## src/rtl/shift_reg_unit.sv

```systemverilog
// ============================================================================
//  Module   : shift_reg_unit
//  Purpose  : WIDTH-bit universal register. It supports hold, load, clear,
//             and shift/rotate in both directions, with complementary outputs.
//             A burst mode steps a latched shift/rotate op a programmed
//             number of times and uses a busy/done handshake.
//  Revision : 1.0  initial release
// ============================================================================
`default_nettype none

module shift_reg_unit #(
    parameter int WIDTH = 4,
    parameter int LEN_W = 4
) (
    input  logic             clk_i,
    input  logic             rst_ni,
    input  logic             en_i,
    input  logic [2:0]       mode_i,
    input  logic [WIDTH-1:0] d_i,
    input  logic             sin_i,
    input  logic             start_i,
    input  logic [LEN_W-1:0] len_i,
    output logic [WIDTH-1:0] q_o,
    output logic [WIDTH-1:0] qbar_o,
    output logic             sout_o,
    output logic             busy_o,
    output logic             done_o
);

    localparam logic [2:0] MODE_LOAD = 3'b001;
    localparam logic [2:0] MODE_SHL  = 3'b010;
    localparam logic [2:0] MODE_SHR  = 3'b011;
    localparam logic [2:0] MODE_ROL  = 3'b100;
    localparam logic [2:0] MODE_ROR  = 3'b101;
    localparam logic [2:0] MODE_CLR  = 3'b110;

    typedef enum logic {
        ST_IDLE  = 1'b0,
        ST_BURST = 1'b1
    } state_t;

    state_t             state_q, state_d;
    logic [WIDTH-1:0]   q_q, q_d;
    logic               sout_q, sout_d;
    logic               done_q, done_d;
    logic [LEN_W-1:0]   cnt_q, cnt_d;
    logic [2:0]         mlat_q, mlat_d;

    // Op applied this cycle: the latched burst op in BURST, the live mode otherwise
    logic [2:0]         op_mode;
    logic [WIDTH-1:0]   step_q;
    logic               step_sout;
    logic               start_is_shift;

    assign op_mode        = (state_q == ST_BURST) ? mlat_q : mode_i;
    assign start_is_shift = (mode_i[2:1] == 2'b01) || (mode_i[2:1] == 2'b10);

    // Single-step datapath: the result of applying op_mode once to the current contents
    always_comb begin
        step_q    = q_q;
        step_sout = sout_q;
        case (op_mode)
            MODE_LOAD: step_q = d_i;
            MODE_CLR:  step_q = '0;
            MODE_SHL: begin
                step_q    = {q_q[WIDTH-2:0], sin_i};
                step_sout = q_q[WIDTH-1];
            end
            MODE_SHR: begin
                step_q    = {sin_i, q_q[WIDTH-1:1]};
                step_sout = q_q[0];
            end
            MODE_ROL: begin
                step_q    = {q_q[WIDTH-2:0], q_q[WIDTH-1]};
                step_sout = q_q[WIDTH-1];
            end
            MODE_ROR: begin
                step_q    = {q_q[0], q_q[WIDTH-1:1]};
                step_sout = q_q[0];
            end
            default: ;  // hold encodings leave contents and sout untouched
        endcase
    end

    // Next-state logic: single ops in IDLE, burst launch and per-step countdown
    always_comb begin
        state_d = state_q;
        q_d     = q_q;
        sout_d  = sout_q;
        done_d  = 1'b0;
        cnt_d   = cnt_q;
        mlat_d  = mlat_q;
        case (state_q)
            ST_IDLE: begin
                if (en_i) begin
                    if (start_i && start_is_shift) begin
                        if (len_i == '0) begin
                            done_d = 1'b1;  // zero-length burst completes with no step
                        end else begin
                            state_d = ST_BURST;
                            cnt_d   = len_i;
                            mlat_d  = mode_i;
                        end
                    end else begin
                        q_d    = step_q;
                        sout_d = step_sout;
                    end
                end
            end
            ST_BURST: begin
                if (en_i) begin
                    q_d    = step_q;
                    sout_d = step_sout;
                    cnt_d  = cnt_q - LEN_W'(1);
                    if (cnt_q == LEN_W'(1)) begin
                        state_d = ST_IDLE;
                        done_d  = 1'b1;
                    end
                end
            end
            default: state_d = ST_IDLE;
        endcase
    end

    // State register with asynchronous abort to the idle/cleared condition
    always_ff @(posedge clk_i or negedge rst_ni) begin
        if (!rst_ni) begin
            state_q <= ST_IDLE;
            q_q     <= '0;
            sout_q  <= 1'b0;
            done_q  <= 1'b0;
            cnt_q   <= '0;
            mlat_q  <= '0;
        end else begin
            state_q <= state_d;
            q_q     <= q_d;
            sout_q  <= sout_d;
            done_q  <= done_d;
            cnt_q   <= cnt_d;
            mlat_q  <= mlat_d;
        end
    end

    assign q_o    = q_q;
    assign qbar_o = ~q_q;
    assign sout_o = sout_q;
    assign busy_o = (state_q == ST_BURST);
    assign done_o = done_q;

endmodule

`default_nettype wire
```

## config.mk

```make
export PLATFORM = sky130hd
export DESIGN_NAME = shift_reg_unit
export DESIGN_NICKNAME = d
export VERILOG_FILES = /design/src/rtl/shift_reg_unit.sv
export SDC_FILE = /design/constraint.sdc
export NUM_CORES = 1
export LEC_CHECK = 0
export BUFFER_PORTS_ARGS = -buffer_cell sky130_fd_sc_hd__clkbuf_2
export CAP_MARGIN = 20
export CORE_MARGIN = 8
export CORE_UTILIZATION = 45
export CTS_BUF_LIST = sky130_fd_sc_hd__clkbuf_8
export DETAILED_ROUTE_END_ITERATION = 6
export PLACE_DENSITY = 0.74
export SETUP_SLACK_MARGIN = 0.5
export SYNTH_ARGS = -nofsm -noshare
export SYNTH_HDL_FRONTEND = slang
export SYNTH_SLANG_ARGS = --single-unit
```

## constraint.sdc

```tcl
create_clock -name clk_i -period 2.1 [get_ports clk_i]
set_clock_uncertainty 0.2 [all_clocks]
set_input_delay 0.105 -clock clk_i [delete_from_list [all_inputs] [get_ports clk_i]]
set_output_delay 0.105 -clock clk_i [all_outputs]
set_load 0.03 [all_outputs]
```

==> metrics list, run 1 <==
- The run finished with clean final reports.
- The HPWL after detailed placement is 1.844 mm.
- Setup repair after global routing missed its margin: yes
* First-pass DRT Iterations: 4
- For this run, design rule violations remaining after detail routing come to 0.
- Buffers inserted during clock tree synthesis total 3.
- Nets in the synthesized netlist: 118
- Sorting the synthesized cells by area gives the leading types as sky130_fd_sc_hd__dfrtp_1 39%, sky130_fd_sc_hd__nor2_1 4.2%, sky130_fd_sc_hd__a21oi_1 3.9%, sky130_fd_sc_hd__inv_1 3.7%, sky130_fd_sc_hd__mux2i_1 3.3%.
- CTS tree: built
* Maximum level of the CTS H-tree: 1
- Minimum clock period after layout: around 1.9 ns
* Flip-flop and latch count after synthesis: 14
* Number of top-level pins: 27
- Of the available clock period, the critical path in the final layout requires 0.9085.
* Routed via count: between 900 and 1000
- Row generation in the floorplan step produced 16 rows.
- Final Net Count: 161
- For this run, the share of the core covered by cells in the final layout is 0.6699.
* Peak VDD IR: 0.9977 mV
- Clock slew at the register clock pins of the worst setup and hold paths: 0.06 ns
- Power spread over the standard cell area amounts to between 1500 and 2000 nW/um2.
- Endpoint arrival time on the critical path: 1.84 ns
- Final count of hold timing violations: 0
- In the synthesized netlist, the number of instances is 100.
- For this configuration, the core starts out at a cell density of 0.4694.
* Wire length of the first global-routing pass: ~4.3 mm
- Maximum net fanout on the critical path: 6
- Floorplan core area: 1922 um2
- Worst hold path type: in -> reg
- Data on the critical path is required at its endpoint by 2.03 ns.
- After synthesis, the netlist uses 36 different library cells.
- The critical path is of the reg -> reg type.
* Post-synthesis cell type with the largest combined area: sky130_fd_sc_hd__dfrtp_1
* Overall Global Routing Usage: 0.1548
- Most common cell in the synthesized netlist: sky130_fd_sc_hd__dfrtp_1
- For the pin with the worst max-slew slack, the measured transition is 0.4214 ns.
* Pin count of the biggest net entering global routing: 15
* Average cell area after synthesis: 9.021 um2
* Share of flip-flops with an asynchronous set or reset after synthesis: 1.000
* Detailed-route wire length: 2.611 mm
- Max-Cap Viols: 0
* Chip Height: a little over 60 um
- Predominant post-synthesis flop cell: sky130_fd_sc_hd__dfrtp_1
- Via count of the first global-routing pass: 933
- Headroom to the max-slew limit came out at 0.7165.
- In this run the horizontal extent of the chip is 60.78 um.
- Maximum buffer depth of the clock tree: 2
* Remaining antenna violation count after routing: 0
* Startpoint Class: flip-flop
- Clock insertion delay at the later pin of the skew report: ~0.25 ns
* Filler cell count in the final layout: 166
* Overall die area: between 3000 and 4000 um2
* Detailed router's first-iteration violation count: 30
* Initial antenna violation count: 0
- For this design the static power due to leakage is between 0.6 and 0.7 nW.
- Fraction of the yosys area taken by sequential cells: 0.3883
- The final count of pins violating max slew was 0.
* Yosys top cell area share: 0.3883
- Count of synthesis-stage warnings from yosys: 0
- Area of placed instances: about 1100 um2
- Average via count per standard cell: approximately 5.4
- The worst setup path is captured at a flip-flop.
* Layout overhead on the synthesized area: 42.72%
* Setup violation total in the final timing report: 0
- Hold Slack: 0.003270 ns
* Final design area excluding fillers: 1287 um2
- Weighted congestion reported at the end of routability-driven placement: 0.8019
* Root buffer selected by CTS: sky130_fd_sc_hd__clkbuf_8
- The clock drives 14 sinks.
- Upper clock frequency limit: 524.2 MHz
- The cell area that synthesis handed to floorplanning was roughly 900 um2.
- Per-cell routed wire length: 15.45 um
* # port buffers: 26
- Adding up every negative setup slack in the final design gives 0 ns.
* Post-synth EDFFs: 0
- Fraction of layout instances using a drive strength above 1: 0.3521
- The repair_antennas step left the layout with diodes totalling 0.
- In the synthesized netlist, the cells that appear most often are 14 x sky130_fd_sc_hd__dfrtp_1, 10 x sky130_fd_sc_hd__nor2_1, 9 x sky130_fd_sc_hd__inv_1.
* Residual overflow from global routing: 0
## layout make-up
type | count | area (um2) | share of cell area
Clock buffer | 4 | 55.05 | 0.04276
Sequential cell | 14 | 351.6 | 0.2731
Timing Repair Buffer | 43 | 285.3 | 0.2216
Multi-Input combinational cell | 72 | 525.5 | 0.4082
Tap cell | 27 | 33.78 | 0.02624
Inverter | 9 | 36.28 | 0.02818
## metal layers
metal	vias to the layer above	global-route usage	wire, um
li1	444	-	-
met1	432	0.1599	998
met2	35	0.2881	1391
met3	4	0.05508	185
met4	0	0.03654	35
met5	-	0	0
## path summary, 6_finish.rpt
path | cells after the start | end | slack, ns | from
hold reg to reg | 2 | sout_o | 0.28 | sout_o
hold / removal | 3 | q_o[2] | 0.003 | d_i[2]
setup reg to reg | 4 | q_o[2] | 0.19 | busy_o
max in group asynchronous | 2 | busy_o | 1.31 | rst_ni
setup / recovery | 4 | q_o[2] | 0.19 | busy_o
min in group asynchronous | 2 | cnt_q[1] | 0.10 | rst_ni
## flip-flops by register name (all words and copies together) (netlist names)
register,flops
cnt_q,4
q_o,4
mlat_q,3
busy_o,1
done_o,1
sout_o,1
## critical path: stages, from the launching register on
cell	delay (ns)
sky130_fd_sc_hd__dfrtp_2	0.48
sky130_fd_sc_hd__mux2i_4	0.23
sky130_fd_sc_hd__or3_4	0.38
sky130_fd_sc_hd__and3_4	0.21
sky130_fd_sc_hd__mux2_4	0.30
## cell families (layout without fill, tap and decap cells)
| kind of cell | Yosys count | in the layout | synth area share |
|---|---|---|---|
| simple gates | 33 | 33 | 0.1803 |
| compound gates | 26 | 26 | 0.1859 |
| flops | 14 | 14 | 0.3884 |
| buf+inv | 14 | 56 | 0.07628 |
| mux | 9 | 9 | 0.1221 |
| fa+ha+maj | 2 | 2 | 0.02773 |
| xor+xnor | 2 | 2 | 0.01942 |
## repair_timing
| item | 4_1_cts | 5_1_grt |
|---|---|---|
| gates resized for setup | 9 | 2 |
| endpoints found under the hold margin | 23 | 0 |
| setup buffers | 2 | 0 |
| hold buffers | 11 | 0 |
| setup endpoints to repair | 12 | 11 |
| pin swaps | 1 | 1 |
## through the flow
stage                     cells  setup slack [ns]  power, mW
after floorplan             100          0.006681      1.396
after global placement      152            0.1751      1.629
after detailed placement    152            0.1170      1.684
after CTS                   169            0.2127      2.035
after global routing        169            0.1556      2.213
final                       169            0.1922      2.076
## cells in the final DEF, fill, tap and decap left out, types with 2 or more instances in the layout
| cell | n |
|---|---|
| sky130_fd_sc_hd__nand3_1 | 3 |
| sky130_fd_sc_hd__inv_1 | 8 |
| sky130_fd_sc_hd__o2bb2ai_1 | 2 |
| sky130_fd_sc_hd__mux2_2 | 2 |
| sky130_fd_sc_hd__or3_1 | 2 |
| sky130_fd_sc_hd__ha_1 | 2 |
| sky130_fd_sc_hd__clkbuf_8 | 4 |
| sky130_fd_sc_hd__buf_4 | 6 |
| sky130_fd_sc_hd__a31oi_1 | 2 |
| sky130_fd_sc_hd__o21ai_0 | 4 |
| sky130_fd_sc_hd__mux2_4 | 2 |
| sky130_fd_sc_hd__dfrtp_1 | 13 |
| sky130_fd_sc_hd__o211ai_1 | 2 |
| sky130_fd_sc_hd__and2_1 | 2 |
| sky130_fd_sc_hd__a21oi_1 | 7 |
| sky130_fd_sc_hd__nand2_1 | 7 |
| sky130_fd_sc_hd__mux2i_4 | 2 |
| sky130_fd_sc_hd__and3_4 | 2 |
| sky130_fd_sc_hd__clkbuf_2 | 26 |
| sky130_fd_sc_hd__dlygate4sd3_1 | 11 |
| sky130_fd_sc_hd__nor2_1 | 9 |
| sky130_fd_sc_hd__mux2i_1 | 3 |
## where the power goes
group | total, mW | switching (mW) | internal (mW)
combinational | 1.27 | 0.728 | 0.543
sequential | 0.541 | 0.140 | 0.401
clock | 0.263 | 0.0967 | 0.166
Power figures use the tool's default switching activity.
==> run 2: changes to the inputs <==
- ABC_AREA: not set -> 1
- CORE_MARGIN: 8 -> not set
- PLACE_DENSITY: 0.74 -> 0.72
==> metrics list, run 2 <==
- Final Net Count: 210 (+30%)
- Clock insertion delay at the later pin of the skew report: 0.25 ns (about the same)
* R2r setup slk: 0.53 ns (+0.34 ns)
- Fraction of the yosys area taken by sequential cells: 0.3164 (-0.07197)
- The area growth from synthesis to layout is 32.20%.
* Highest-count cells in the layout ignoring fill and taps: 38 x sky130_fd_sc_hd__nand2_1, 26 x sky130_fd_sc_hd__clkbuf_2, 16 x sky130_fd_sc_hd__nor2_1
- Top post-synthesis cells by count: 41 x sky130_fd_sc_hd__nand2_1, 16 x sky130_fd_sc_hd__nor2_1, 15 x sky130_fd_sc_hd__inv_1
* Weighted congestion reported at the end of routability-driven placement: 0.8823 (+10%)
- The number of failing setup endpoints in the final timing report came to 0 (unchanged).
- The die extent in x came to 51.61 um (-15%).
- Maximum buffer depth of the clock tree: 2 (unchanged)
* Fraction of layout instances using a drive strength above 1: 0.3508 (-0.001327)
- The total global routing track utilization came to 0.2240 (+0.06923).
- Hold endpoint: cnt_q[2]
- Post-detailed-route DRC marker count: 0 (unchanged)
- The maximum number of pins on one net before global-route repair was 15 (unchanged).
* Remaining antenna violation count after routing: 0 (unchanged)
- Min-delay src: len_i[2]
* Residual overflow from global routing: 0 (unchanged)
- The worst slew slack as a fraction of its limit is 0.7556 (+0.03908).
- The HPWL after detailed placement came to 1.847 mm (+0.17%).
- Detailed router's first-iteration violation count: 21 (-30%)
* # port buffers: 26 (unchanged)
- Nets in the synthesized netlist: 169 (+43%)
- The starting density of the core came to 0.4865 (+0.01713).
- The number of flops mapped to enable cells by yosys was 0 (unchanged).
* Clock buffers created by TritonCTS: 3 (unchanged)
* Ranking of synthesized cells by area: sky130_fd_sc_hd__dfrtp_1 32%, sky130_fd_sc_hd__nand2_1 14%, sky130_fd_sc_hd__nand2_4 10%, sky130_fd_sc_hd__nor2_1 5.4%, sky130_fd_sc_hd__inv_1 5.1%
* Maximum level of the CTS H-tree: 1 (unchanged)
- Wire length of the first global-routing pass: 4.478 mm (+4.4%)
- The die height came to 51.61 um (-15%).
* Most common cell in the synthesized netlist: sky130_fd_sc_hd__nand2_1
- Critical Path RT: 2.04 ns (about the same)
- Total power per unit cell area: 1802 nW/um2 (+12%)
- The static leakage power was 0.7630 nW (+27%).
- The total cell area at the placement stage came to 1259 um2 (+18%).
* Final slew viol count: 0 (unchanged)
- Sort of element at the end of the critical path: flip-flop
- Cell area after synthesis: 1107 um2 (+23%)
- The average wire per standard cell came to 11.89 um (-23%).
- The actual slew at the worst max-slew pin came to 0.3667 ns (-0.05474 ns).
- The tightest min-delay check is of the in -> reg type.
* Sum of negative setup slack: 0 ns (unchanged)
* ANT cells: 0 (unchanged)
- The number of warnings printed during yosys synthesis came to 0 (unchanged).
- Minimum clock period after layout: 1.568 ns (-0.3394 ns)
* Detailed-route wire length: 2.603 mm (-0.31%)
- The highest achievable clock rate was 637.6 MHz (+22%).
- The clock transition at the registers of the reported paths came to 0.06 ns (about the same).
- The worst register-to-register path ends at q_o[0].
- The root buffer cell chosen for the clock tree is sky130_fd_sc_hd__clkbuf_8.
* Endpoint arrival time on the critical path: 1.51 ns (-0.33 ns)
* Number of top-level pins: 27 (unchanged)
- Number of placement rows: 17 (+1)
- Yosys top cell area share: 0.3164 (-0.07197)
- Final Instance Count excl. Fillers: 219 (+30%)
- First-pass DRT Iterations: 4 (unchanged)
* Final design area excluding fillers: 1464 um2 (+14%)
- The maximum fanout encountered on the critical timing path came to 8 (+2).
* Post-synthesis cell type with the largest combined area: sky130_fd_sc_hd__dfrtp_1
- The flow ran to the end, and the final reports show no timing, DRC or antenna violations.
- The average instance area after synthesis is 7.333 um2 (-19%).
- Synth cell types: 24 (-33%)
- CTS tree: built
- Gate Count Post-Synth: 151 (+51%)
- The die area is 2663 um2 (-28%).
- The library cell used most frequently in the layout, excluding fill and tap cells, is sky130_fd_sc_hd__nand2_1.
* Clock net sink count: 14 (unchanged)
- The register bit count reported by yosys was 14 (unchanged).
* Number of cells on the worst reg-to-reg path: 8 (+4)
- The detailed-route via count was 1107 (+21%).
- Initial antenna violation count: 0 (unchanged)
* Via count of the first global-routing pass: 1033 (+11%)
* Predominant post-synthesis flop cell: sky130_fd_sc_hd__dfrtp_1
- Startpoint Class: flip-flop
* Final count of hold timing violations: 0 (unchanged)
- Fin crit share: 0.7469 (-0.1616)
- The maximum ir drop on the vdd rail is 1.031 mV (+3.3%).
- The share of async-settable or async-resettable flops after synthesis is 1.000 (unchanged).
* Worst reg2reg startpoint: busy_o
* Type of the worst setup path: reg -> reg
* Floorplan core area: 2276 um2 (+18%)
* Post-Place Cells: 204 (+34%)
- Hold depth: 5 (+2)
* Setup repair after global routing missed its margin: yes
- Max-Cap Viols: 0 (unchanged)
- Average via count per standard cell: 5.055 (-6.6%)
-- run 2: cell count changes in the layout (fill, tap and decap cells not counted), moves of 4 or more --
cell | before | now
sky130_fd_sc_hd__a21oi_1 | 7 | 2
sky130_fd_sc_hd__buf_4 | 6 | 2
sky130_fd_sc_hd__inv_1 | 8 | 15
sky130_fd_sc_hd__nand2_1 | 7 | 38
sky130_fd_sc_hd__nand2_2 | 0 | 7
sky130_fd_sc_hd__nand2_4 | 0 | 13
sky130_fd_sc_hd__nand3_1 | 3 | 11
sky130_fd_sc_hd__nor2_1 | 9 | 16
-- run 2: cell type report --
class | instances | area (um2)
Inverter | 18 | 72.57
Clock buffer | 4 | 55.05
Fill cell | 200 | 812.0
Sequential cell | 14 | 351.6
Timing Repair Buffer | 38 | 250.2
Multi-Input combinational cell | 117 | 699.4
Tap cell | 28 | 35.03
-- run 2: what timing repair did --
item / 4_1_cts / 5_1_grt
cloned: 0 / 0
gates resized for setup: 5 / 8
hold buffers: 9 / 0
pin swaps: 0 / 3
setup buffers: 2 / 0
endpoints found under the hold margin: 23 / 0
endpoints found under the setup margin: 6 / 8
-- run 2: kinds of logic (layout without fill, tap and decap cells) --
kind of cell,count (synthesis),count (layout),synth area share
and+or+nand+nor,96,96,0.4746
buffers and inverters,20,60,0.08135
AOI/OAI and AO/OA,17,17,0.08927
DFF,14,14,0.3164
adders and majority gates,2,2,0.02260
xor gates and xnor gates,2,2,0.01582
-- run 2: power breakdown --
group / internal (mW) / switching, mW
sequential: 0.406 / 0.114
clock: 0.166 / 0.0965
combinational: 0.642 / 1.21
total: 1.21 / 1.42
-- run 2: how the worst max path moves through the flow --
stage | to | slack (ns) | start
2_1_floorplan | q_o[0] | 0.53 | busy_o
3_3_place_gp | q_o[0] | 0.44 | busy_o
3_5_place_dp | q_o[0] | 0.38 | busy_o
4_1_cts | q_o[0] | 0.51 | busy_o
5_1_grt | q_o[0] | 0.47 | busy_o
6_report | q_o[0] | 0.53 | busy_o
-- run 2: critical path: stages (launching register included) --
cell,delay [ns]
sky130_fd_sc_hd__dfrtp_2,0.43
sky130_fd_sc_hd__clkinv_4,0.10
sky130_fd_sc_hd__nand2_1,0.10
sky130_fd_sc_hd__nand2_4,0.14
sky130_fd_sc_hd__nand2_4,0.08
sky130_fd_sc_hd__nand3_4,0.13
sky130_fd_sc_hd__nand3_1,0.11
sky130_fd_sc_hd__o21ai_2,0.11
sky130_fd_sc_hd__nand2_1,0.05
-- run 2: through the flow --
stage / worst slack, ns / total power, mW / util / hold WS (ns)
4_1_cts: 0.5082 / 2.574 / 0.6300 / 0.002396
5_1_grt: 0.4678 / 2.854 / 0.6432 / 0.04224
3_5_place_dp: 0.3782 / 2.216 / 0.5531 / -0.1607
3_3_place_gp: 0.4439 / 2.164 / 0.5531 / -0.1564
2_1_floorplan: 0.5293 / 1.908 / - / -0.3906
6_report: 0.5316 / 2.637 / 0.6432 / 0.005228
-- run 2: routing by layer --
layer  global-route usage  vias to the layer above  routed length [um]
met2               0.3961                       31                1307
met3              0.05263                        0                 135
met4              0.03153                        0                   0
met1               0.2810                      512                1160
met5                    0                        -                   0
li1                     -                      564                   -
